==> config.mk <==
export PLATFORM = sky130hd
export DESIGN_NAME = bstr_tx_arb
export DESIGN_NICKNAME = d
export VERILOG_FILES = /design/src/rtl/bstr_tx_arb.sv
export SDC_FILE = /design/constraint.sdc
export NUM_CORES = 1
export LEC_CHECK = 0
export BUFFER_PORTS_ARGS = -buffer_cell sky130_fd_sc_hd__buf_2
export CELL_PAD_IN_SITES_DETAIL_PLACEMENT = 1
export CELL_PAD_IN_SITES_GLOBAL_PLACEMENT = 2
export CORE_MARGIN = 2
export CORE_UTILIZATION = 37
export DETAILED_ROUTE_END_ITERATION = 7
export PLACE_DENSITY = 0.79
export SYNTH_ARGS = -nofsm -noshare
export SYNTH_HDL_FRONTEND = slang
export SYNTH_SLANG_ARGS = --single-unit
==> constraint.sdc <==
create_clock -name clk -period 3.9 [get_ports clk]
set_input_delay 0.195 -clock clk [delete_from_list [all_inputs] [get_ports clk]]
set_output_delay 0.195 -clock clk [all_outputs]
set_load 0.01 [all_outputs]
==> src/rtl/bstr_tx_arb.sv <==
`default_nettype none
// ---------------------------------------------------------------------------
// bstr_tx_arb : fixed-priority (hs > tok > data) transmit bitstream scheduler
//   serialises one packet, then appends EOP (SE0,SE0,J) and an idle gap.
// Revision: 1.0
// ---------------------------------------------------------------------------
module bstr_tx_arb #(
   parameter int TOK_LEN  = 32,
   parameter int DATA_LEN = 96,
   parameter int HS_LEN   = 16,
   parameter int IFG      = 2
) (
   input  logic       clk,
   input  logic       rst_b,
   input  logic       tok_req,
   input  logic       data_req,
   input  logic       hs_req,
   input  logic       tok_bit,
   input  logic       data_bit,
   input  logic       hs_bit,
   output logic [2:0] gnt,
   output logic       bstr_out,
   output logic [1:0] bstr_out_ready,
   output logic       eop,
   output logic       busy,
   output logic       done,
   output logic       abort
);

   typedef enum logic [1:0] {
      S_IDLE = 2'd0,
      S_SEND = 2'd1,
      S_EOP  = 2'd2,
      S_GAP  = 2'd3
   } state_t;

   localparam logic [6:0] TOK_LAST  = 7'(TOK_LEN - 1);
   localparam logic [6:0] DATA_LAST = 7'(DATA_LEN - 1);
   localparam logic [6:0] HS_LAST   = 7'(HS_LEN - 1);
   localparam logic [6:0] IFG_LAST  = 7'((IFG > 0) ? (IFG - 1) : 0);

   state_t     state;
   logic [6:0] cnt;
   logic [6:0] len_last;
   logic [1:0] pkt_type;
   logic       aborted;

   logic req_live;
   logic bit_mux;

   assign req_live = |(gnt & {hs_req, data_req, tok_req});
   assign bit_mux  = |(gnt & {hs_bit, data_bit, tok_bit});

   // A granted source dropping its request turns the current bit into idle J.
   always_comb begin
      bstr_out       = 1'b1;
      bstr_out_ready = 2'b00;
      case (state)
         S_SEND: begin
            if (req_live) begin
               bstr_out       = bit_mux;
               bstr_out_ready = pkt_type;
            end
         end
         S_EOP:   bstr_out = (cnt == 7'd2);
         default: bstr_out = 1'b1;
      endcase
   end

   always_ff @(posedge clk or posedge rst_b) begin
      if (rst_b) begin
         state    <= S_IDLE;
         cnt      <= 7'd0;
         len_last <= 7'd0;
         pkt_type <= 2'b00;
         aborted  <= 1'b0;
         gnt      <= 3'b000;
         eop      <= 1'b0;
         busy     <= 1'b0;
         done     <= 1'b0;
         abort    <= 1'b0;
      end else begin
         done  <= 1'b0;
         abort <= 1'b0;
         case (state)
            S_IDLE: begin
               cnt     <= 7'd0;
               aborted <= 1'b0;
               if (hs_req || tok_req || data_req) begin
                  state <= S_SEND;
                  busy  <= 1'b1;
                  if (hs_req) begin
                     gnt      <= 3'b100;
                     pkt_type <= 2'b11;
                     len_last <= HS_LAST;
                  end else if (tok_req) begin
                     gnt      <= 3'b001;
                     pkt_type <= 2'b01;
                     len_last <= TOK_LAST;
                  end else begin
                     gnt      <= 3'b010;
                     pkt_type <= 2'b10;
                     len_last <= DATA_LAST;
                  end
               end
            end
            S_SEND: begin
               if (!req_live || (cnt == len_last)) begin
                  state   <= S_EOP;
                  cnt     <= 7'd0;
                  gnt     <= 3'b000;
                  eop     <= 1'b1;
                  aborted <= !req_live;
                  abort   <= !req_live;
               end else begin
                  cnt <= cnt + 7'd1;
               end
            end
            S_EOP: begin
               if (cnt == 7'd2) begin
                  eop <= 1'b0;
                  cnt <= 7'd0;
                  if (IFG == 0) begin
                     state <= S_IDLE;
                     busy  <= 1'b0;
                  end else begin
                     state <= S_GAP;
                  end
               end else begin
                  cnt <= cnt + 7'd1;
                  if ((cnt == 7'd1) && !aborted) done <= 1'b1;
               end
            end
            S_GAP: begin
               if (cnt == IFG_LAST) begin
                  state <= S_IDLE;
                  busy  <= 1'b0;
                  cnt   <= 7'd0;
               end else begin
                  cnt <= cnt + 7'd1;
               end
            end
            default: state <= S_IDLE;
         endcase
      end
   end

endmodule
`default_nettype wire

==> results.json <==
{
  "outcome": "finished clean",
  "synth_top_area_share_pct": 47.62,
  "reg2reg_from": "state[0]",
  "place_area_sq_um": 1279,
  "cpPeakStageDelay_ns": 0.46,
  "post_cts_resize_count": 0,
  "syn_to_final_growth_pct": 15.15,
  "yosysTopAreaCell": "dfrtp_1",
  "setup_viol_count_final": 0,
  "synth.distinct_cells": 35,
  "cts-root-buf": "clkbuf_4",
  "path_common_cell": "inv_1",
  "reg2reg_depth": 6,
  "clock_power_share_pct": 18.0,
  "synth_seq_cells": 22,
  "synth.avg_cell_area_sq_um": 10.32,
  "worstReg2RegEnd": "state[1]",
  "p_switching_uw": 394.2,
  "design_area_sq_um": 1331,
  "combinationalPowerShare_pct": 44.8,
  "synth_flop_cell": "dfrtp_1",
  "cts_tree": "built",
  "fmax_mhz": 434.0,
  "dpl.hpwl_microns": 2019,
  "die_h_microns": 59.90,
  "pwr_density_cell_nw_per_um2": 741.7,
  "critPathCaptureType": "flop",
  "syn_inst": 112,
  "wirelength_met1_microns": 1248,
  "antenna_left": 0,
  "die_w_microns": 59.90,
  "seq_power_share_pct": 37.2,
  "timing.final.hold_violations": 0,
  "antennaDiodeCount": 0,
  "r2r_setup_slack_ns": 1.60,
  "worstSetupStartpoint": "state[0]",
  "core_sq_um": 3003,
  "postCtsHoldBufs": 0,
  "vias": 904,
  "antenna_found_initial": 0,
  "internal-power_uw": 593.1,
  "fin_crit_ns": 2.304,
  "power.leakage_uw": 0.0006347,
  "async_flop_share_pct": 100.0,
  "critPathMaxFanout": 14,
  "finalCritPeriodShare_pct": 59.09,
  "ys_top_cells_by_count": "dfrtp_1, nor2_1, inv_1",
  "grt_max_degree": 23,
  "post-route-drc-count": 0,
  "yosysWarningCount": 0,
  "layoutNonFillerInstCount": 165,
  "synth_fp_nets": 127,
  "routed_wl_microns": 2677,
  "cts_buffers": 3,
  "vias_per_cell": 5.479,
  "netlist_area_sq_um": 1156,
  "overflow": 0,
  "drtIter0Drc": 31,
  "rsz0062_at_grt": "no",
  "clock-sinks": 22,
  "ir_drop_mv": 0.3048,
  "die-area_sq_um": 3588,
  "wl_met3_microns": 43,
  "synth-edff-count": 0,
  "grtUsageTotal_pct": 17.19,
  "gp_congestion": 0.7199,
  "p_sw_share_pct": 39.93,
  "met2_length_microns": 1343,
  "fin_nets": 148,
  "dp.cells": 161,
  "grt_pass1_wl_microns": 4498,
  "finalPower_uw": 987.4,
  "cts_setup_buffers": 0,
  "path_class": "reg2reg",
  "cts_buffer_depth": 2,
  "htreeDepth": 1,
  "synth.most_common_cell": "dfrtp_1",
  "num_rows": 20,
  "arrival_ns": 2.51,
  "relSlewSlack_pct": 44.09,
  "ys_seq_area_share_pct": 47.62,
  "path_cells": "inv_1 -> ha_1 -> inv_1 -> or3_1 -> and3_1 -> mux2_1",
  "synthTopCellsByArea": "dfrtp_1, ha_1, nor2_1, xor2_1, inv_1",
  "fin_tns_setup_ns": 0,
  "final_max_slew_viol_count": 0,
  "crit_slowest_cell": "ha_1",
  "io_buffers": 17,
  "required_ns": 4.11,
  "startpoint_type": "flop",
  "hold_path_class": "in2async",
  "worst_slew_pin_slew_ns": 0.8378,
  "dr.pass1.iters": 4,
  "fin_skew_ns": 0.005003,
  "wl_per_cell_microns": 16.22,
  "grt_pass1_vias": 885,
  "drive_gt1_share_pct": 19.70,
  "pre_cts_ws_ns": 1.648,
  "start_util_pct": 38.50,
  "drv_cap": 0,
  "top_layer": "met4",
  "postLayoutSetupSlackWorst_ns": 1.596,
  "insertion_delay_ns": 0.31,
  "clk_pin_slew_ns": 0.13,
  "ioPinCount": 18
}
==> power by group through the flow <==
stage                     registers [uW]  logic, uW  clock network (uW)
after floorplan                      369        305                   0
after global placement               367        433                   0
after detailed placement             373        450                   0
after CTS                            368        453                 182
after global routing                 378        505                 196
final                                367        443                 178
==> flip-flops by register name, indices dropped and copies added (netlist names) <==
name      cells
abort         1
cnt           7
eop           1
done          1
len_last      3
busy          1
state         2
gnt           3
pkt_type      2
aborted       1
==> layout by cell type (no fill, tap or decap), types with 2 or more instances in the layout <==
master      n
dfrtp_1    22
buf_2      17
nor2_1     13
inv_1       9
nand2_1     7
ha_1        7
o21ai_0     6
xor2_1      5
nand3_1     4
a21oi_1     4
nor3_1      3
and2_1      3
clkbuf_4    3
a222oi_1    2
o211ai_1    2
o2bb2ai_1   2
xnor2_1     2
a21o_1      2
==> how the worst max path moves through the flow <==
stage,to,slack (ns),depth (start not counted)
6_report,state[1],1.60,6
5_1_grt,state[1],1.45,6
4_1_cts,state[1],1.61,6
3_5_place_dp,state[1],1.65,6
3_3_place_gp,state[1],1.76,6
2_1_floorplan,state[1],2.12,6
==> per-stage QoR <==
stage	utilization, %	hold WS, ns
finish	44.33	0.02012
global route	44.33	0.05372
CTS	44.33	0.06218
detailed placement	42.58	0.4181
global placement	42.58	0.4095
floorplan	-	0.1842
==> logic make-up (layout without fill, tap and decap cells) <==
kind of cell	count (synthesis)	after routing	share of synthesized area (%)
compound gates	27	27	18.94
xor+xnor	7	7	5.303
fa+ha+maj	7	7	7.575
buf+inv	10	30	3.246
flops	22	22	47.62
mux	2	2	1.840
simple gates	37	37	15.48
==> metal layers <==
layer,GRT usage [%],vias up
li1,-,436
met1,24.01,454
met2,26.71,9
met3,2.597,5
met4,6.667,0
met5,0,-
==> worst max-delay path, delay by kind of cell, from the launching register on <==
kind | cells | cell delay (ns)
AND/OR/NAND/NOR | 2 | 0.69
multiplexers | 1 | 0.32
adder cells (fa/ha/maj) | 1 | 0.46
flip-flops | 1 | 0.44
buffers and inverters | 2 | 0.28
==> layout make-up <==
class / count / area, sq um
clock inverter: 1 / 30.03
sequential: 22 / 550.5
clock buffer: 3 / 22.52
inverter: 9 / 33.78
timing repair buffer: 17 / 85.08
fill: 353 / 1672
multi-input combinational: 80 / 568.0
tap: 33 / 41.29
Power figures use the tool's default switching activity.
